`src/rtl/programador_ciclo.sv`:
```
// ============================================================================
// Module   : programador_ciclo
// Brief    : Wash-program sequencer. It runs a fill, agitate and drain pass
//            for the wash, repeats it for N rinses, then spins once. Fill and
//            drain watchdogs send it to a sticky fault state.
// Revision : 1.0 - initial release
// ============================================================================
`default_nettype none

module programador_ciclo #(
  parameter int W_TEMPO      = 8,
  parameter int T_LAVAR      = 20,
  parameter int T_ENXAGUE    = 10,
  parameter int T_CENTRIFUGA = 15,
  parameter int T_ENCHER_MAX = 50,
  parameter int T_DRENO_MAX  = 50
) (
  input  logic       clock,
  input  logic       reset,
  input  logic       iniciar,
  input  logic [1:0] num_enxagues,
  input  logic       pausa,
  input  logic       porta_fechada,
  input  logic       cheio,
  input  logic       vazio,
  output logic       valvula_agua,
  output logic       valvula_dreno,
  output logic       modo_agitar,
  output logic       modo_girar,
  output logic       trava_porta,
  output logic       ocupado,
  output logic       fim,
  output logic       erro
);

  typedef enum logic [2:0] {
    OCIOSO      = 3'd0,
    ENCHER      = 3'd1,
    AGITAR      = 3'd2,
    DRENAR      = 3'd3,
    CENTRIFUGAR = 3'd4,
    FIM         = 3'd5,
    ERRO        = 3'd6
  } estado_t;

  // Counter reload values: the counter runs from T-1 down to 0, so a phase
  // or watchdog window spans exactly T unfrozen cycles.
  localparam logic [W_TEMPO-1:0] c_encher_ini = W_TEMPO'(T_ENCHER_MAX - 1);
  localparam logic [W_TEMPO-1:0] c_dreno_ini  = W_TEMPO'(T_DRENO_MAX - 1);
  localparam logic [W_TEMPO-1:0] c_lavar_ini  = W_TEMPO'(T_LAVAR - 1);
  localparam logic [W_TEMPO-1:0] c_enx_ini    = W_TEMPO'(T_ENXAGUE - 1);
  localparam logic [W_TEMPO-1:0] c_centr_ini  = W_TEMPO'(T_CENTRIFUGA - 1);
  localparam logic [W_TEMPO-1:0] c_um         = {{(W_TEMPO-1){1'b0}}, 1'b1};

  estado_t              estado_q, estado_d;
  logic [W_TEMPO-1:0]   cont_q, cont_d;
  logic [1:0]           restantes_q, restantes_d;
  logic                 enxague_q, enxague_d;

  logic                 w_ativo;
  logic                 w_congelado;
  logic                 w_cont_zero;
  logic [W_TEMPO-1:0]   w_cont_dec;

  // Active-phase and freeze decode shared by next-state and output logic
  always_comb begin
    w_ativo     = (estado_q == ENCHER) || (estado_q == AGITAR) ||
                  (estado_q == DRENAR) || (estado_q == CENTRIFUGAR);
    w_congelado = w_ativo && (pausa || !porta_fechada);
    w_cont_zero = (cont_q == '0);
    w_cont_dec  = cont_q - c_um;
  end

  // State, timer and rinse bookkeeping registers
  always_ff @(posedge clock or posedge reset) begin
    if (reset) begin
      estado_q    <= OCIOSO;
      cont_q      <= '0;
      restantes_q <= 2'd0;
      enxague_q   <= 1'b0;
    end else begin
      estado_q    <= estado_d;
      cont_q      <= cont_d;
      restantes_q <= restantes_d;
      enxague_q   <= enxague_d;
    end
  end

  // Next-state and actuator decode; a frozen active phase holds everything
  always_comb begin
    estado_d      = estado_q;
    cont_d        = cont_q;
    restantes_d   = restantes_q;
    enxague_d     = enxague_q;
    valvula_agua  = 1'b0;
    valvula_dreno = 1'b0;
    modo_agitar   = 1'b0;
    modo_girar    = 1'b0;
    trava_porta   = w_ativo && !pausa;
    ocupado       = (estado_q != OCIOSO) && (estado_q != ERRO);
    fim           = 1'b0;
    erro          = 1'b0;

    case (estado_q)
      OCIOSO: begin
        if (iniciar && porta_fechada) begin
          restantes_d = num_enxagues;
          enxague_d   = 1'b0;
          cont_d      = c_encher_ini;
          estado_d    = ENCHER;
        end
      end
      ENCHER: begin
        if (!w_congelado) begin
          valvula_agua = 1'b1;
          // A full drum on the last watchdog cycle still counts as success
          if (cheio) begin
            cont_d   = enxague_q ? c_enx_ini : c_lavar_ini;
            estado_d = AGITAR;
          end else if (w_cont_zero) begin
            estado_d = ERRO;
          end else begin
            cont_d = w_cont_dec;
          end
        end
      end
      AGITAR: begin
        if (!w_congelado) begin
          modo_agitar = 1'b1;
          if (w_cont_zero) begin
            cont_d   = c_dreno_ini;
            estado_d = DRENAR;
          end else begin
            cont_d = w_cont_dec;
          end
        end
      end
      DRENAR: begin
        if (!w_congelado) begin
          valvula_dreno = 1'b1;
          if (vazio) begin
            if (restantes_q != 2'd0) begin
              restantes_d = restantes_q - 2'd1;
              enxague_d   = 1'b1;
              cont_d      = c_encher_ini;
              estado_d    = ENCHER;
            end else begin
              cont_d   = c_centr_ini;
              estado_d = CENTRIFUGAR;
            end
          end else if (w_cont_zero) begin
            estado_d = ERRO;
          end else begin
            cont_d = w_cont_dec;
          end
        end
      end
      CENTRIFUGAR: begin
        if (!w_congelado) begin
          modo_girar    = 1'b1;
          valvula_dreno = 1'b1;
          if (w_cont_zero) begin
            estado_d = FIM;
          end else begin
            cont_d = w_cont_dec;
          end
        end
      end
      FIM: begin
        fim      = 1'b1;
        estado_d = OCIOSO;
      end
      ERRO: begin
        erro = 1'b1;
      end
      default: begin
        estado_d = OCIOSO;
      end
    endcase
  end

endmodule

`default_nettype wire

```
`config.mk`:
```
export PLATFORM = sky130hd
export DESIGN_NAME = programador_ciclo
export DESIGN_NICKNAME = d
export VERILOG_FILES = /design/src/rtl/programador_ciclo.sv
export SDC_FILE = /design/constraint.sdc
export NUM_CORES = 1
export LEC_CHECK = 0
export BUFFER_PORTS_ARGS = -buffer_cell sky130_fd_sc_hd__buf_2
export CAP_MARGIN = 20
export CORE_MARGIN = 2
export CORE_UTILIZATION = 44
export CTS_CLUSTER_DIAMETER = 30
export CTS_CLUSTER_SIZE = 20
export DETAILED_ROUTE_END_ITERATION = 7
export GPL_TIMING_DRIVEN = 0
export PLACE_DENSITY = 0.71
export SETUP_SLACK_MARGIN = 0.2
export SLEW_MARGIN = 10
export SYNTH_ARGS = -nofsm -noshare
export SYNTH_HDL_FRONTEND = slang
export SYNTH_SLANG_ARGS = --single-unit
```
`constraint.sdc`:
```
create_clock -name clock -period 3.2 [get_ports clock]
set_input_delay 0 -clock clock [delete_from_list [all_inputs] [get_ports clock]]
set_output_delay 0 -clock clock [all_outputs]
set_load 0.05 [all_outputs]
```
==> summary.txt, run 1 <==
Status
  – Status: finished clean

STA
  – Final setup viols: 0
  – Setup ws final: 0.755 ns
  – Tightest Pin Transition: 0.821 ns
  – RSZ-0062 raised after global routing: false
  – Final Max Slew Viols: 0
  – Relative slew slack: 44.4%
  – Final worst-path cycle share: 76.4%
  – Crit path time final: 2.45 ns
  – Clk_skew: 0.00404 ns
  – Final hold viol count: 0
  – Fmax: 409 MHz
  – Setup TNS: 0 ns

Global routing
  – Largest net degree at the start of global routing: 15
  – Total global routing overflow: 0
  – GR Util All Layers: 22.7%
  – Initial antenna violation count: 0
  – Global-route wire length before repair: 5790 µm
  – Vias in the first global route: 1314

Floorplanning
  – IO Pins: 17
  – Row cnt: 19
  – Die Height: 57.7 µm
  – Die width: 57.7 µm
  – Initial Util: 46.0%
  – Core area: 2760 µm²
  – DIE AREA: 3330 µm²

Power and ir drop
  – Sw Pwr: 783 µW
  – PD cells: 1000 nW/µm²
  – Reg power frac: 23.1%
  – Clock share of power: 9.3%
  – Leakage power: 0.000620 µW
  – VDD IR max: 0.584 mV
  – Power consumption: 1450 µW
  – Combinational share of power: 67.5%
  – Switching fraction of total power: 54.0%
  – Internal: 668 µW

Synth
  – Sequential area share after synthesis: 27.6%
  – FF+latch count, synth: 14
  – Post-synth EDFFs: 0
  – Dominant synthesized flop cell: dfrtp_1
  – Avg Inst Size Synth: 7.55 µm²
  – Synth Instances: 168
  – Post-Syn Area: 1270 µm²
  – Synth unique cells: 45
  – Ys Warns: 0
  – Post-synthesis async set-or-reset flop share: 100%
  – Syn nets: 181

Finish
  – Layout cells sized above 1: 17.9%
  – Final Core Density: 52.4%
  – Layout Nets: 204
  – Final Instance Area: 1440 µm²
  – Syn-to-layout area delta: 13.8%
  – Ant diodes: 0

Hold path
  – Hold Crit Start: num_enxagues[1]
  – Hold WC Path Type: in -> reg

Setup path
  – Req. time, crit path: 3.41 ns
  – Startpoint type of the worst setup path: flop
  – WS Path Type: reg -> reg
  – Critical Path Fanout Max: 10
  – Crit path DAT: 2.65 ns
  – Worst Setup End Kind: flop
  – FF-to-FF Start: cont_q[1]$_DFFE_PP0P_
  – Worst setup path start: cont_q[1]$_DFFE_PP0P_

Placement
  – Post-Place Worst Slack: 0.791 ns
  – PortBufs: 16
  – Final HPWL DP: 2670 µm
  – Post-DP Area: 1390 µm²
  – GPL Wtd Cong: 0.927

Routing
  – Vias: 1368
  – Total Routed Length: 3530 µm
  – Residual DRC: 0
  – Starting DRT DRC Count: 76
  – Final ANT Viol Nets: 0
  – Drt first pass iters: 4
  – DR WL/cell: 16.0 µm
  – Routed vias/inst: 6.19

CTS
  – Clk root buf: clkbuf_4
  – Clock-pin slew on the worst setup and hold paths: 0.10 ns
  – Cts repair resizes: 0
  – TritonCTS clock tree: yes
  – Worst skew pair latency: 0.29 ns
  – Maximum clock insertion buffer count: 2
  – CTS Buf Count: 3
  – H-Tree Depth: 1
  – CTS Sinks: 14
  – Number of setup buffers added after CTS: 0

Flow run
  – Max_cap viols: 0
==> critical path: stages, from the launching register on <==
cell and delay, ns:
dfrtp_1 0.45, inv_1 0.10, ha_1 0.14, or4b_4 0.50, nor2b_4 0.20, inv_2 0.06, buf_6 0.14, ha_1 0.31
nand2_1 0.06, o22ai_1 0.14, nand2_1 0.07, a32oi_1 0.19
==> state kept, by name, summed over array words and instances, names as in the netlist <==
signal,cells
estado_q,3
restantes_q,2
enxague_q,1
cont_q,8
==> logic make-up (layout without fill, tap and decap cells) <==
logic type,after synthesis,after routing,share of synthesized area [%]
buffers and inverters,18,40,6.31
AO/OA/AOI/OAI,51,51,27.3
adder cells (fa/ha/maj),4,4,3.94
flip-flops,14,14,27.6
AND/OR/NAND/NOR,77,77,32.1
XOR/XNOR,4,4,2.76
==> power by group through the flow <==
stage | Sequential, µW | Combinational, µW | Clock, µW
final | 336 | 979 | 135
after global routing | 346 | 1080 | 146
after CTS | 332 | 970 | 138
after detailed placement | 336 | 962 | 0
after global placement | 329 | 941 | 0
after floorplan | 310 | 768 | 0
==> stage by stage <==
stage               hold slack [ns]  instances
floorplan                    -0.111        168
global placement             0.0780        215
detailed placement           0.0994        215
CTS                         0.00216        221
global route                0.00736        221
finish                      0.00267        221
==> path summary, 6_finish.rpt <==
check                      cells past startpoint  slack (ns)                    endpoint
setup / recovery                              11        0.75       cont_q[0]$_DFFE_PP0P_
hold reg to reg                                2        0.51  restantes_q[0]$_DFFE_PP0P_
hold / removal                                 3       0.003  restantes_q[1]$_DFFE_PP0P_
min in group asynchronous                      3        0.29       enxague_q$_DFFE_PP0P_
max in group asynchronous                      3        2.54       cont_q[4]$_DFFE_PP0P_
setup reg to reg                              11        0.75       cont_q[0]$_DFFE_PP0P_
==> layout make-up <==
class | instances | area, µm²
repair buffers | 18 | 100
well taps | 31 | 38.8
multi-input cells | 136 | 838
plain buffers | 8 | 42.5
fillers | 270 | 1310
clock buffers | 4 | 36.3
inverters | 10 | 37.5
flip-flops and latches | 14 | 350
==> cells in the mapped netlist, drive strengths merged, types with 3 or more instances <==
| cell | n | area share, % |
|---|---|---|
| dfrtp | 14 | 28 |
| nand3 | 7 | 2.8 |
| nand2 | 18 | 5.3 |
| nor2b | 7 | 4.0 |
| nor2 | 20 | 5.9 |
| a31oi | 3 | 1.5 |
| a21oi | 7 | 2.8 |
| inv | 10 | 3.0 |
| or3 | 3 | 1.6 |
| o22ai | 6 | 3.0 |
| nor3 | 4 | 1.6 |
| ha | 4 | 3.9 |
| o2bb2ai | 3 | 2.1 |
| buf | 6 | 2.8 |
| nor3b | 3 | 1.8 |
| o211ai | 3 | 2.2 |
| a22oi | 5 | 3.0 |
| o21ai | 12 | 5.0 |
| nand2b | 6 | 3.0 |
==> cell usage in the layout, fill, tap and decap left out, types with 6 or more instances in the layout <==
master / Yosys / final
inv_1: 9 / 9
nand2_1: 18 / 18
buf_2: 4 / 20
o21ai_0: 11 / 11
nand3_1: 7 / 7
dfrtp_1: 14 / 14
nor2b_1: 6 / 6
a21oi_1: 7 / 7
o22ai_1: 6 / 6
nand2b_1: 6 / 6
nor2_1: 20 / 20
==> routing by layer <==
layer	GRT usage (%)	share of wire [%]
met3	6.47	5.3
met1	27.6	43
met2	38.0	50
met5	0	0
met4	8.97	1.5
==> timing repair <==
action,4_1_cts,5_1_grt
endpoints found under the setup margin,0,0
endpoints found under the hold margin,15,0
hold buffers,2,0
(Power assumes the default switching activity.)
==> run 2: changes to the inputs <==
==> constraint.sdc (replaced) <==
create_clock -name clock -period 2.53 [get_ports clock]
set_input_delay 0 -clock clock [delete_from_list [all_inputs] [get_ports clock]]
set_output_delay 0 -clock clock [all_outputs]
set_load 0.05 [all_outputs]
==> run 2 against run 1 <==
Compared with the run above:
- the run now ends with hold timing left
- clock power increased by 29%
- power increased by 32%
- setup slack got worse by 0.43 ns
- via count increased by 3.7%
- highest routed layer unchanged
- critical path depth unchanged
- sequential power increased by 24%
- count of clock-buffer cells in the layout unchanged
- largest cell class unchanged
- cell area increased by 5.3%
- worst hold slack got worse by 0.0092 ns
- register-to-register slack got worse by 0.43 ns
==> summary.txt, run 2 (synthesis gave the netlist of run 1 again) <==
Finish
  – Final Instance Area: 1520 µm² (+5.3%)
  – Syn-to-layout area delta: 19.8%
  – Biggest register: cont_q
  – Commonest non-fill, non-tap cells in the layout: 20 x buf_2, 20 x nor2_1, 18 x nand2_1, 14 x dfrtp_1, 11 x o21ai_0
  – Layout cells sized above 1: 22.2% (+4.3 points)
  – Ant diodes: 0 (unchanged)
  – Max reg flops: 8 (unchanged)
  – Layout Nets: 212 (+3.9%)
  – Fill count: 259 (-4.1%)
  – Largest regs: cont_q (8), estado_q (3), restantes_q (2)

Setup path
  – Max incr delay on CP: 0.48 ns (-0.02 ns)
  – Startpoint type of the worst setup path: flop
  – CP most frequent cell: inv_2
  – Req. time, crit path: 2.74 ns (-0.67 ns)
  – Critical Path Fanout Max: 3 (-7)
  – WS Path Type: reg -> reg
  – CP max-delay cell: or4b_4
  – Critical Path, Cell by Cell: inv_2 -> ha_1 -> or4b_4 -> nor2b_4 -> inv_2 -> buf_8 -> ha_4 -> inv_1 -> o22ai_1 -> nand2_1 -> a32oi_1
  – Worst Setup End Kind: flop
  – Crit path DAT: 2.41 ns (-0.24 ns)

Status
  – Status: finished with violations
  – Failing checks: hold timing

Placement
  – Post-Place Worst Slack: 0.121 ns (-0.670 ns)
  – GPL Wtd Cong: 0.927 (unchanged)
  – Final HPWL DP: 2670 µm (unchanged)
  – PortBufs: 16 (unchanged)
  – Post-DP Area: 1390 µm² (unchanged)

STA
  – Relative slew slack: 46.4% (+2.0 points)
  – WHS: -0.00656 ns (-0.00922 ns)
  – Clk_skew: 0.00923 ns (+0.00520 ns)
  – Tightest Pin Transition: 0.791 ns (-0.0302 ns)
  – Setup TNS: 0 ns (unchanged)
  – Setup ws final: 0.325 ns (-0.430 ns)
  – Final Max Slew Viols: 0 (unchanged)
  – Final hold viol count: 1 (+1)
  – RSZ-0062 raised after global routing: false
  – Fmax: 453 MHz (+11%)
  – Final worst-path cycle share: 87.2% (+11 points)
  – Crit path time final: 2.21 ns (-0.240 ns)
  – Final setup viols: 0 (unchanged)

Global routing
  – Global-route wire length before repair: 5910 µm (+2.1%)
  – Total global routing overflow: 0 (unchanged)
  – Vias in the first global route: 1322 (+0.61%)
  – Largest net degree at the start of global routing: 15 (unchanged)
  – Initial antenna violation count: 0 (unchanged)
  – GR Util All Layers: 23.2% (+0.47 points)

Hold path
  – Hold WC Path Type: in -> reg

Routing
  – Vias: 1418 (+3.7%)
  – Total Routed Length: 3640 µm (+3.1%)
  – Final ANT Viol Nets: 0 (unchanged)
  – Routed vias/inst: 6.19 (about the same)
  – DR WL/cell: 15.9 µm (-0.54%)
  – Drt first pass iters: 4 (unchanged)
  – Residual DRC: 0 (unchanged)
  – Starting DRT DRC Count: 63 (-17%)

Floorplanning
  – IO Pins: 17 (unchanged)
  – Die width: 57.7 µm (unchanged)
  – Die Height: 57.7 µm (unchanged)
  – Core area: 2760 µm² (unchanged)
  – Initial Util: 46.0% (unchanged)
  – Row cnt: 19 (unchanged)
  – DIE AREA: 3330 µm² (unchanged)

CTS
  – Worst skew pair latency: 0.30 ns (about the same)
  – H-Tree Depth: 1 (unchanged)
  – Maximum clock insertion buffer count: 2 (unchanged)
  – CTS Buf Count: 3 (unchanged)
  – Clock-pin slew on the worst setup and hold paths: 0.10 ns (about the same)
  – CTS Sinks: 14 (unchanged)
  – Clk root buf: clkbuf_4
  – TritonCTS clock tree: yes

Power and ir drop
  – Leakage power: 0.000661 µW (+6.6%)
  – PD cells: 1260 nW/µm² (+25%)
  – VDD IR max: 0.753 mV (+29%)

Flow run
  – Max_cap viols: 0 (unchanged)
==> run 2: path summary, 6_finish.rpt <==
| path | end | cells past startpoint | slack [ns] | start |
|---|---|---|---|---|
| max in group asynchronous | cont_q[4]$_DFFE_PP0P_ | 3 | 1.87 | reset |
| max | cont_q[0]$_DFFE_PP0P_ | 11 | 0.32 | cont_q[0]$_DFFE_PP0P_ |
| min in group asynchronous | enxague_q$_DFFE_PP0P_ | 3 | 0.28 | reset |
| max reg2reg | cont_q[0]$_DFFE_PP0P_ | 11 | 0.32 | cont_q[0]$_DFFE_PP0P_ |
| min | restantes_q[1]$_DFFE_PP0P_ | 3 | -0.007 | num_enxagues[1] |
| min reg2reg | restantes_q[0]$_DFFE_PP0P_ | 2 | 0.52 | restantes_q[0]$_DFFE_PP0P_ |
==> run 2: area by class of cell <==
class	instances	area (µm²)	share of cell area, %
buffer	8	46.3	3.05
clock buffer	4	36.3	2.39
inverter	10	37.5	2.47
multi-input combinational	136	851	56.0
sequential	14	350	23.0
tap	31	38.8	2.55
timing repair buffer	26	160	10.5
==> run 2: per-stage QoR <==
step	std cells	power, µW	hold slack, ns	util [%]
after floorplan	168	1360	-0.111	-
after global placement	215	1610	0.0780	50.3
after detailed placement	215	1640	0.0994	50.3
after CTS	224	1840	0.00216	53.2
after global routing	229	2060	0.00736	55.1
final	229	1910	-0.00656	55.1
==> run 2: what timing repair did <==
item	CTS	global route
setup buffers	3	5
hold endpoints to repair	15	0
gates resized for setup	1	2
endpoints found under the setup margin	1	1
pin swaps	0	2
hold buffers	2	0
==> run 2: worst max-delay path, delay by kind of cell (launching register included) <==
kind	cells	cell delay, ns
AND/OR/NAND/NOR	3	0.70
flip-flops	1	0.41
AO/OA/AOI/OAI	2	0.33
adder cells (fa/ha/maj)	2	0.40
buffers and inverters	4	0.30
==> run 2: power breakdown <==
part | internal (µW) | switching [µW]
Combinational | 493 | 825
Clock | 87.7 | 86.7
Sequential | 319 | 98.6
Total | 900 | 1010
==> run 2: layer usage <==
metal | part of all wire [%] | GRT usage [%] | wire [µm] | up-vias
li1 | - | - | - | 676
met1 | 41 | 28.7 | 1480 | 659
met2 | 49 | 38.5 | 1800 | 65
met3 | 6.3 | 5.58 | 228 | 18
met4 | 3.7 | 9.97 | 133 | 0
met5 | 0 | 0 | 0 | -
